### config.mk
export PLATFORM = sky130hd
export DESIGN_NAME = match_controller
export DESIGN_NICKNAME = d
export VERILOG_FILES = /design/src/rtl/tow_pkg.sv /design/src/rtl/hold_timer.sv /design/src/rtl/match_controller.sv
export SDC_FILE = /design/constraint.sdc
export NUM_CORES = 1
export LEC_CHECK = 0
export CAP_MARGIN = 10
export CORE_ASPECT_RATIO = 0.5
export CORE_MARGIN = 1
export CORE_UTILIZATION = 35
export DETAILED_ROUTE_END_ITERATION = 6
export PLACE_DENSITY_LB_ADDON = 0.08
export SLEW_MARGIN = 5
export SYNTH_ARGS = -nofsm -noshare
export SYNTH_HDL_FRONTEND = slang
export SYNTH_HIERARCHICAL = 1
export SYNTH_SLANG_ARGS = --single-unit
export TNS_END_PERCENT = 30
### constraint.sdc
create_clock -name clk -period 3.2 [get_ports clk]
set_input_delay 0.48 -clock clk [delete_from_list [all_inputs] [get_ports clk]]
set_output_delay 0.48 -clock clk [all_outputs]
set_load 0.05 [all_outputs]
### src/rtl/tow_pkg.sv
// Shared types and constants for the tug-of-war match controller.
// Holds the controller state encoding, the winner codes and the score width.
package tow_pkg;

  localparam int SCORE_W = 3;
  localparam int HOLD_W  = 8;

  typedef enum logic [1:0] {
    ST_IDLE       = 2'd0,
    ST_PLAY       = 2'd1,
    ST_ROUND_END  = 2'd2,
    ST_MATCH_OVER = 2'd3
  } state_t;

  localparam logic [1:0] WIN_NONE = 2'b00;
  localparam logic [1:0] WIN_P1   = 2'b01;
  localparam logic [1:0] WIN_P2   = 2'b10;

endpackage

### src/rtl/hold_timer.sv
// Loadable down-counter that times the post-round freeze.
// done is high during the last counted cycle, so the owner leaves on the following edge.
module hold_timer import tow_pkg::*; (
  input  logic              clk,
  input  logic              reset,
  input  logic              load,
  input  logic [HOLD_W-1:0] load_value,
  output logic              done
);

  logic [HOLD_W-1:0] count;

  always_ff @(posedge clk) begin
    if (reset) begin
      count <= '0;
    end else if (load) begin
      count <= load_value;
    end else if (count != '0) begin
      count <= count - HOLD_W'(1);
    end
  end

  // Terminal-count compare: a load of N gives exactly N cycles before done clears.
  assign done = (count == HOLD_W'(1));

endmodule

### src/rtl/match_controller.sv
// Round/match sequencer for a two-player tug-of-war game.
// State | meaning: IDLE wait start; PLAY round live; ROUND_END freeze; MATCH_OVER winner shown.
module match_controller import tow_pkg::*; #(
  parameter int WIN_TARGET  = 3,
  parameter int HOLD_CYCLES = 8
) (
  input  logic               clk,
  input  logic               reset,
  input  logic               start,
  input  logic               p1_win,
  input  logic               p2_win,
  output logic               play_enable,
  output logic               round_reset,
  output logic [SCORE_W-1:0] p1_score,
  output logic [SCORE_W-1:0] p2_score,
  output logic [1:0]         match_winner
);

  localparam logic [SCORE_W-1:0] TARGET    = SCORE_W'(WIN_TARGET);
  localparam logic [HOLD_W-1:0]  HOLD_LOAD = HOLD_W'(HOLD_CYCLES);

  state_t             state;
  logic               p1_only;
  logic               p2_only;
  logic               any_win;
  logic               p1_takes;
  logic               p2_takes;
  logic               hold_load;
  logic               hold_done;
  logic [SCORE_W-1:0] p1_next;
  logic [SCORE_W-1:0] p2_next;

  assign p1_only  = p1_win & ~p2_win;
  assign p2_only  = p2_win & ~p1_win;
  assign any_win  = p1_win | p2_win;
  assign p1_next  = p1_score + SCORE_W'(1);
  assign p2_next  = p2_score + SCORE_W'(1);
  assign p1_takes = p1_only && (p1_next == TARGET);
  assign p2_takes = p2_only && (p2_next == TARGET);

  // The timer loads on the same edge that enters ROUND_END.
  assign hold_load = (state == ST_PLAY) && any_win && !p1_takes && !p2_takes;

  hold_timer u_hold_timer (
    .clk        (clk),
    .reset      (reset),
    .load       (hold_load),
    .load_value (HOLD_LOAD),
    .done       (hold_done)
  );

  always_ff @(posedge clk) begin
    if (reset) begin
      state        <= ST_IDLE;
      play_enable  <= 1'b0;
      round_reset  <= 1'b0;
      p1_score     <= '0;
      p2_score     <= '0;
      match_winner <= WIN_NONE;
    end else begin
      round_reset <= 1'b0;
      unique case (state)
        ST_IDLE: begin
          if (start) begin
            state       <= ST_PLAY;
            play_enable <= 1'b1;
            round_reset <= 1'b1;
          end
        end
        ST_PLAY: begin
          if (p1_only) p1_score <= p1_next;
          if (p2_only) p2_score <= p2_next;
          if (p1_takes || p2_takes) begin
            state        <= ST_MATCH_OVER;
            play_enable  <= 1'b0;
            match_winner <= p1_takes ? WIN_P1 : WIN_P2;
          end else if (any_win) begin
            state       <= ST_ROUND_END;
            play_enable <= 1'b0;
          end
        end
        ST_ROUND_END: begin
          if (hold_done) begin
            state       <= ST_PLAY;
            play_enable <= 1'b1;
            round_reset <= 1'b1;
          end
        end
        ST_MATCH_OVER: begin
          if (start) begin
            state        <= ST_PLAY;
            play_enable  <= 1'b1;
            round_reset  <= 1'b1;
            p1_score     <= '0;
            p2_score     <= '0;
            match_winner <= WIN_NONE;
          end
        end
        default: state <= ST_IDLE;
      endcase
    end
  end

endmodule

# Yosys cells after proc, flatten, opt, wreduce, memory -nomap -nowiden
# Index checks and enable logic that the tools add are counted.
# op_classes
bitwise	5
n_addsub	3
n_mux	24
n_reduce_logical	18
eq_ne	13
# op_table
op	count
two-way mux 2 bit	7
case mux 3 bit (2 select lines)	2
AND reduction 3 bit	4
two-way mux 3 bit	3
equality test 8 x 1 -> 1 bit (second input constant)	1
two-way mux 4 bit	2
!= test 2 bit (second input constant)	4
nonzero test 8 bit	1
subtractor 8 x 1 -> 8 bit (second input constant)	1
adder 3 x 1 -> 3 bit (second input constant)	2
equality test 3 x 2 -> 1 bit (second input constant)	2
two-way mux 1 bit	6
case mux 2 bit (3 select lines)	1
logical AND 1 bit	5
equality test 2 bit (second input constant)	2
!= test 2 x 1 -> 1 bit (second input constant)	2
case mux 2 bit (2 select lines)	1
nonzero test 2 bit	2
OR reduction 2 bit	2
!= test 3 x 2 -> 1 bit (second input constant)	1
case mux 1 bit (3 select lines)	1
bitwise AND 1 bit	2
equality test 2 x 1 -> 1 bit (second input constant)	1
logical NOT 1 bit	2
5 further kinds	6
# word_totals
reg_bits	20
wordCells	71
output_inout_bits	10
in_bits	5

# Logic depth before layout (Yosys ltp)
# Gate-level depths: netlist of the first run.
# depth
depth_word	7
mapped_depth	11

# Modules after synthesis
# Netlist of the first run, hierarchy kept.
# modules_own_cells
module	cells_each	n_inst	area_per_inst_um2
match_controller	83	1	713.2
hold_timer	53	1	508.0

# Worst setup path before layout of the first run
# OpenSTA, ideal clock, no wires.
# synth_timing
kind	register -> register
start	reg p2_score[0]
end	reg u_hold_timer.count[3]
path_buffers	2
path_slack_ns	0.657
setup_ns	0.128
arrival_time_ns	2.415
required_time_ns	3.072
path_stages_with_launch	12
path_cell_list	dfxtp_1 > ha_1 > xor2_1 > or3b_1 > nand3_1 > nor2_1 > clkbuf_1 > nand2b_1 > nor4_4 > or2_1 > buf_6 > a211oi_2
# synth_via
elab_chain_len	6
elab_cells_between_ends	7
classes_between	add/sub: 1; eq/ne: 1; mux: 1; reduce/logical: 4
# synth_rtl
item	line_no	text
start: declaration	match_controller.sv:15	output logic [SCORE_W-1:0] p2_score,
start signal: assignment	match_controller.sv:72	if (p2_only) p2_score <= p2_next;
adder 3 x 1 -> 3 bit *	match_controller.sv:37	assign p2_next = p2_score + SCORE_W'(1);
equality test 3 x 2 -> 1 bit *	match_controller.sv:39	assign p2_takes = p2_only && (p2_next == TARGET);
logical AND 1 bit *	match_controller.sv:39	
logical NOT 1 bit *	match_controller.sv:42	assign hold_load = (state == ST_PLAY) && any_win && !p1_takes && !p2_takes;
logical AND 1 bit *	match_controller.sv:42	
named net hold_load	match_controller.sv:28	logic hold_load;
two-way mux 4 bit or nonzero test 2 bit (tied branches)	n/a	
end signal: assignment	hold_timer.sv:17	count <= load_value;
end signal: assignment	hold_timer.sv:19	count <= count - HOLD_W'(1);
end: declaration	hold_timer.sv:11	logic [HOLD_W-1:0] count;
# The timed path passes the listed nets; every way through them passes the cells marked *.
# A chain may end at the register's enable or synchronous reset.

# Worst setup path after layout of the first run
# layout_timing
start	reg u_hold_timer.count[4]
end	reg play_enable
# layout_via
elab_chain_len	3
# layout_rtl
item	line_no	text
equality test 8 x 1 -> 1 bit	hold_timer.sv:24	assign done = (count == HOLD_W'(1));
named net hold_done	match_controller.sv:29	logic hold_done;
!= test 2 bit (no source line)	n/a	
AND reduction 3 bit (no source line)	n/a	
end signal: assignment	match_controller.sv:55	play_enable <= 1'b0;
end signal: assignment	match_controller.sv:66	play_enable <= 1'b1;
end signal: assignment	match_controller.sv:75	play_enable <= 1'b0;
end: declaration	match_controller.sv:12	output logic play_enable,
# The timed path passes the listed nets, and every way through them passes these cells.

==> results of run 1 <==
[area by class of cell]
type                       instances  share of cell area (%)
multi-input combinational        104                    52.4
sequential                        20                    27.3
timing repair buffer              14                    9.56
clock buffer                       4                    3.75
inverter                          14                    3.58
tap                               40                    3.41
[worst min-delay path by stage]
stage / to / from / slack (ns) / cells after the start
after detailed placement: match_winner[1]$_SDFFE_PP0P_ / match_winner[1]$_SDFFE_PP0P_ / 0.45 / 2
after CTS: match_winner[1]$_SDFFE_PP0P_ / match_winner[1]$_SDFFE_PP0P_ / 0.46 / 2
after global placement: match_winner[1]$_SDFFE_PP0P_ / match_winner[1]$_SDFFE_PP0P_ / 0.46 / 2
final: match_winner[1]$_SDFFE_PP0P_ / match_winner[1]$_SDFFE_PP0P_ / 0.46 / 2
after global routing: match_winner[1]$_SDFFE_PP0P_ / match_winner[1]$_SDFFE_PP0P_ / 0.48 / 2
after floorplan: state[1]$_SDFFE_PP0P_ / state[1]$_SDFFE_PP0P_ / 0.51 / 2
[registers in the layout (all words and copies together) (netlist names)]
register and flops:
state 2, match_winner 2, p2_score 3, round_reset 1, u_hold_timer/count 8, play_enable 1
p1_score 3
[per-stage QoR]
| stage | instance area, sq um | setup WS [ns] |
|---|---|---|
| floorplan | 1240 | 0.657 |
| global placement | 1410 | 0.528 |
| detailed placement | 1410 | 0.464 |
| CTS | 1470 | 0.717 |
| global route | 1470 | 0.538 |
| finish | 1470 | 0.743 |
[layout by cell type (no fill, tap or decap), types with 4 or more instances in the layout]
master	netlist	final
nand2_1	5	5
nor2_1	18	18
xnor2_1	6	6
inv_1	13	13
a21oi_1	6	6
ha_1	11	11
mux2i_1	6	6
or3_1	4	4
clkbuf_8	0	4
dfxtp_1	20	20
o21ai_0	4	4
conb_1	2	8
clkdlybuf4s50_1	0	14
a211oi_2	4	4
[power by group]
part	switching, mW	internal, mW	total, mW
combinational	0.433	0.335	0.768
sequential	0.0851	0.328	0.413
clock	0.0878	0.110	0.197
[logic make-up (layout without fill, tap and decap cells)]
logic type	Yosys count	count (layout)
compound gates	23	23
simple gates	47	47
other cells	2	8
mux	7	7
flops	20	20
buf+inv	18	32
xor+xnor	8	8
fa+ha+maj	11	11
[cells in the mapped netlist, drive strengths merged (2+ instances only)]
library cell	instances
a211oi	4
a21oi	6
a22oi	2
clkbuf	3
conb	2
dfxtp	20
ha	11
inv	13
mux2i	7
nand2	5
nand2b	2
nand3	2
nor2	20
nor3	2
nor3b	2
nor4	2
o21ai	4
or3	4
or4b	2
xnor2	6
xor2	2
[worst max-delay path: cells and delay by family (launching register included)]
| kind | cells | cell delay, ns |
|---|---|---|
| simple gates | 3 | 1.06 |
| flops | 1 | 0.33 |
| compound gates | 1 | 0.61 |
| mux | 1 | 0.25 |
| buf+inv | 1 | 0.08 |
[routing by layer]
metal	routed length (microns)	part of all wire [%]	vias to the layer above	GRT usage (%)
met3	92	4.1	0	4.57
li1	-	-	499	-
met5	0	0	-	0
met2	943	42	14	21.8
met4	0	0	0	2.00
met1	1200	54	422	18.8
==> flow_summary_export.csv, run 1 <==
group,metric,value,unit
floorplanning,coreArea,3150,sq um
floorplanning,row_count,14,
synthesis,synth_xor_xnor_area_share,5.74,%
floorplanning,dieArea,3740,sq um
global_route,grt_use_total,13.8,%
placed_design,routabilityCongestion,0.759,
pwr,p_total,1.38,mW
sta,fmax,407,MHz
cts,cts_root_buffer,"clkbuf_8",
critical_path,ff2ff_setup_slack,0.74,ns
cts,htreeDepth,1,
drt,drcViolationCount,0,
layout,instances_no_fill,196,
sta,finalSetupViolations,0,
sta,rsz0062_at_grt,"false",
synthesis,synthMuxAreaShare,6.05,%
floorplanning,dieWidth,85.5,microns
layout,regArea,400,sq um
job,max-cap-violations,0,
drt,avgViaCountPerCell,4.77,
sta,fin_hold_ws,0.456,ns
cts,worstSkewPairLatency,0.26,ns
cts,clk_pin_slew_worst_paths,0.08,ns
drt,vias,935,
global_route,grt_max_degree,16,
cts,cts.sinks,20,
sta,slew_viol_final,0,
global_route,grt_pass1_vias,877,
synthesis,synth_top_cell_area_share,32.8,%
critical_path,cpPeakStageDelay,0.61,ns
critical_path,crit_type,"flip-flop to flip-flop",
cts,post_cts_buffers,0,
drt,routedWlPerCell,11.4,microns
critical_path,timing.rr.end,"play_enable$_SDFFE_PP0P_",
synthesis,synth.avg_cell_area,8.98,sq um
drt,ant_nets,0,
placed_design,placed_cells,192,
synthesis,synth_top_area_cell,"dfxtp_1",
sta,skew,0.00164,ns
critical_path,crit_path_max_fanout,4,
synthesis,synth_compound_area_share,15.1,%
synthesis,netlist_instances,136,
critical_path,worstPathCellList,"or4_4 -> nor4b_1 -> inv_1 -> a222oi_1 -> mux2i_1 -> nor2_1",
cts,clockBufferDepth,2,
floorplanning,io_pins,15,
cts,cts_inserted_buffers,3,
sta,timing.final.hold_violations,0,
layout,area_growth,20.1,%
global_route,overflow,0,
sta,setup_tns,0,ns
cts,tritoncts,"yes",
layout,utilization,46.5,%
pwr,p_per_area,940,nW/um^2
layout,nets,173,
cts,cts_hold_buf,0,
layout,multi_input_area,768,sq um
placed_design,dp_hpwl,1.64,mm
critical_path,setup.worst_path.end_class,"flip-flop",
min_path,hp-class,"flip-flop to flip-flop",
critical_path,worstPathArrival,2.59,ns
critical_path,crit_path_top_delay_cell,"a222oi_1",
synthesis,synth_simple_gate_area_share,22.3,%
layout,drive_above_1_share,9.62,%
critical_path,worstRegToRegCells,6,
drt,dr.first_iter.drc_count,17,
drt,firstDrtPassIters,4,
global_route,grt_pass1_wl,4.03,mm
synthesis,ys_ff_latch,20,
sta,slew_headroom,53.6,%
sta,post-route-period-util,76.8,%
synthesis,synthAdderAreaFrac,11.3,%
critical_path,crit_path_start_kind,"flip-flop",
sta,tightestPinTransition,0.696,ns
synthesis,async_flop_share,0,%
critical_path,crit_end,"play_enable$_SDFFE_PP0P_",
critical_path,critPathRequiredTime,3.33,ns
pwr,power.leakage,0.583,nW
critical_path,crit-reg2reg-launch,"u_hold_timer/count[4]$_SDFFE_PP0P_",
synthesis,synth_top_family_by_area,"simple AND/OR/NAND/NOR gates",
drt,wirelength,2.24,mm
layout,diodes,0,
floorplanning,die_y,43.8,microns
synthesis,synth_area_leaders,"dfxtp_1 (33%), ha_1 (11%), nor2_1 (5.5%), mux2i_1 (4.9%), xnor2_1 (4.3%)",
cts,cts_resized,0,
synthesis,synth_edf_count,0,
critical_path,crit_start,"u_hold_timer/count[4]$_SDFFE_PP0P_",
synthesis,syn-cell-area,1220,sq um
global_route,antenna_found_initial,0,
layout,fillers,321,
sta,post-route-min-period,2.46,ns
placed_design,port_buffers,14,
pwr,vdd.ir_drop.worst,0.000385,V
synthesis,synthFlopType,"dfxtp_1",
outcome,status,"finished, final reports clean",
floorplanning,start_util,38.7,%
synthesis,ys_seq_area_share,32.8,%
synthesis,ys_warn_count,6,
synthesis,synth_cell_types,39,
(Power assumes the default switching activity.)
==> inputs of run 2 (changes only) <==
clock period = 2 ns   (was 3.2 ns; I/O delays follow)
==> run 2 against run 1 <==
  * The flow now finishes with violations (negative setup slack)
  * Highest routed layer is now met4
  * Register-to-register slack got worse by 0.79 ns
  * Sequential power up 59%
  * Combinational power up 110%
  * Largest power group unchanged
==> flow_summary_export.csv, run 2 (synthesized netlist as in run 1, its figures left out) <==
group,metric,value,unit
sta,slew_headroom,66.7,%
sta,timing.final.hold_violations,0,
global_route,grt_pass1_wl,4.26,mm
critical_path,ff2ff_setup_slack,-0.04,ns
sta,slew_viol_final,0,
global_route,overflow,0,
placed_design,postPlaceCellArea,1670,sq um
pwr,vdd.ir_drop.worst,0.000615,V
floorplanning,io_pins,15,
sta,finalSetupViolations,2,
layout,top_register,"u_hold_timer/count",
layout,fillers,292,
cts,worstSkewPairLatency,0.27,ns
floorplanning,die_y,43.8,microns
placed_design,routabilityCongestion,0.760,
cts,cts_hold_buf,0,
global_route,grt_use_total,14.8,%
layout,nets,198,
min_path,worstHoldStart,"match_winner[1]$_SDFFE_PP0P_",
job,max-cap-violations,0,
cts,clk_pin_slew_worst_paths,0.08,ns
outcome,status,"finished with violations",
critical_path,worstPathCellList,"or4_4 -> nor4b_4 -> inv_1 -> a222oi_1 -> buf_4 -> mux2i_1 -> nor2_1",
cts,cts.sinks,20,
layout,instances_no_fill,221,
drt,routedWlPerCell,11.1,microns
critical_path,cpLargestDelayFamily,"simple AND/OR/NAND/NOR gates",
critical_path,timing.rr.end,"play_enable$_SDFFE_PP0P_",
critical_path,worstRegToRegCells,7,
layout,utilization,55.7,%
drt,avgViaCountPerCell,4.70,
cts,clockBufferDepth,2,
floorplanning,coreArea,3150,sq um
pwr,power.share.clock,11.1,%
floorplanning,start_util,38.7,%
placed_design,dp_hpwl,1.86,mm
pwr,swShare,41.9,%
drt,vias,1039,
global_route,grt_pass1_vias,960,
layout,largest_reg_flops,8,
critical_path,cpPeakStageDelay,0.55,ns
critical_path,cp.depth,7,
pwr,p_int,1.48,mW
critical_path,crit_path_max_fanout,2,
sta,setup_tns,-0.0688,ns
pwr,power.leakage,0.729,nW
critical_path,critPathRequiredTime,2.17,ns
drt,wirelength,2.45,mm
layout,diodes,0,
critical_path,crit_path_start_kind,"flip-flop",
critical_path,setup.worst_path.end_class,"flip-flop",
critical_path,worstPathArrival,2.21,ns
min_path,hp-class,"flip-flop to flip-flop",
pwr,p_total,2.55,mW
sta,fmax,489,MHz
floorplanning,dieWidth,85.5,microns
cts,cts_root_buffer,"clkbuf_8",
outcome,violations,"negative setup slack",
sta,post-route-period-util,102,%
sta,post-route-min-period,2.04,ns
min_path,min_to,"match_winner[1]$_SDFFE_PP0P_",
critical_path,crit-reg2reg-launch,"u_hold_timer/count[3]$_SDFFE_PP0P_",
cts,tritoncts,"yes",
layout,area_growth,43.7,%
drt,firstDrtPassIters,4,
global_route,antenna_found_initial,0,
drt,drcViolationCount,0,
critical_path,crit_type,"flip-flop to flip-flop",
floorplanning,dieArea,3740,sq um
cts,cts_inserted_buffers,3,
sta,tightestPinTransition,0.498,ns
sta,skew,0.00883,ns
sta,worst_slack,-0.0440,ns
pwr,seq_power_share,25.8,%
placed_design,placed_cells,217,
layout,drive_above_1_share,30.9,%
layout,largestRegisters,"u_hold_timer/count (8), p1_score (3), p2_score (3)",
sta,rsz0062_at_grt,"true",
pwr,p_per_area,1450,nW/um^2
global_route,grt_max_degree,12,
cts,htreeDepth,1,
min_path,whs_path_depth,2,
drt,ant_nets,0,
layout,design_area,1760,sq um
placed_design,port_buffers,14,
drt,dr.first_iter.drc_count,31,
layout,mostFrequentLayoutCell,"buf_4",
pwr,combPwrFrac,63.0,%
floorplanning,row_count,14,
critical_path,crit_path_top_delay_cell,"or4_4",
layout,layout_common_cells,"buf_4 (23), nor2_1 (17), clkdlybuf4s50_1 (14), dfxtp_1 (14), inv_1 (13)",
critical_path,worst-path-buf-inv,2,
pwr,power.switching,1.07,mW
-- run 2: how the worst max path moves through the flow --
stage / startpoint / endpoint / slack [ns]
after CTS: u_hold_timer/count[3]$_SDFFE_PP0P_ / play_enable$_SDFFE_PP0P_ / -0.08
final: u_hold_timer/count[3]$_SDFFE_PP0P_ / play_enable$_SDFFE_PP0P_ / -0.04
after global placement: p1_win / u_hold_timer/count[1]$_SDFFE_PP0P_ / -0.28
after floorplan: p2_score[1]$_SDFFE_PP0P_ / u_hold_timer/count[3]$_SDFFE_PP0P_ / -0.19
after global routing: u_hold_timer/count[3]$_SDFFE_PP0P_ / play_enable$_SDFFE_PP0P_ / -0.17
after detailed placement: p1_win / u_hold_timer/count[1]$_SDFFE_PP0P_ / -0.33
-- run 2: power groups by stage --
stage / sequential (mW) / combinational, mW / clock, mW
after floorplan: 0.823 / 0.900 / 0
after detailed placement: 0.661 / 1.58 / 0
after global placement: 0.661 / 1.56 / 0
after global routing: 0.679 / 1.77 / 0.311
final: 0.658 / 1.61 / 0.284
after CTS: 0.656 / 1.60 / 0.293
-- run 2: layout make-up --
cell class	instances	area, sq um	area share [%]
multi-input cells	104	842	48.0
flip-flops and latches	20	413	23.5
well taps	40	50.0	2.85
inverters	14	52.6	2.99
clock buffers	3	41.3	2.35
clock inverters	1	3.75	0.214
repair buffers	39	353	20.1
-- run 2: stage by stage --
stage	setup WS (ns)	hold WS (ns)
2_1_floorplan	-0.191	0.369
3_3_place_gp	-0.278	0.448
3_5_place_dp	-0.328	0.452
4_1_cts	-0.0826	0.466
5_1_grt	-0.174	0.503
6_report	-0.0440	0.460
-- run 2: per-layer routing --
metal  track usage, %  routed length, microns  vias up
li1                 -                       -      548
met1             19.4                    1260      480
met2             23.5                    1090        9
met3             4.57                      86        2
met4             5.00                      19        0
met5                0                       0        -
-- run 2: repair_timing --
item / 4_1_cts / 5_1_grt
pin swaps: 4 / 1
resized for setup: 2 / 7
gates cloned: 0 / 0
setup buffers: 0 / 1
endpoints found under the setup margin: 6 / 11
-- run 2: worst reg2reg max path, delay by kind of cell (launching register included) --
family | cells | cell delay, ns
simple gates | 3 | 0.84
compound gates | 1 | 0.33
flops | 1 | 0.32
buf+inv | 2 | 0.26
mux | 1 | 0.19
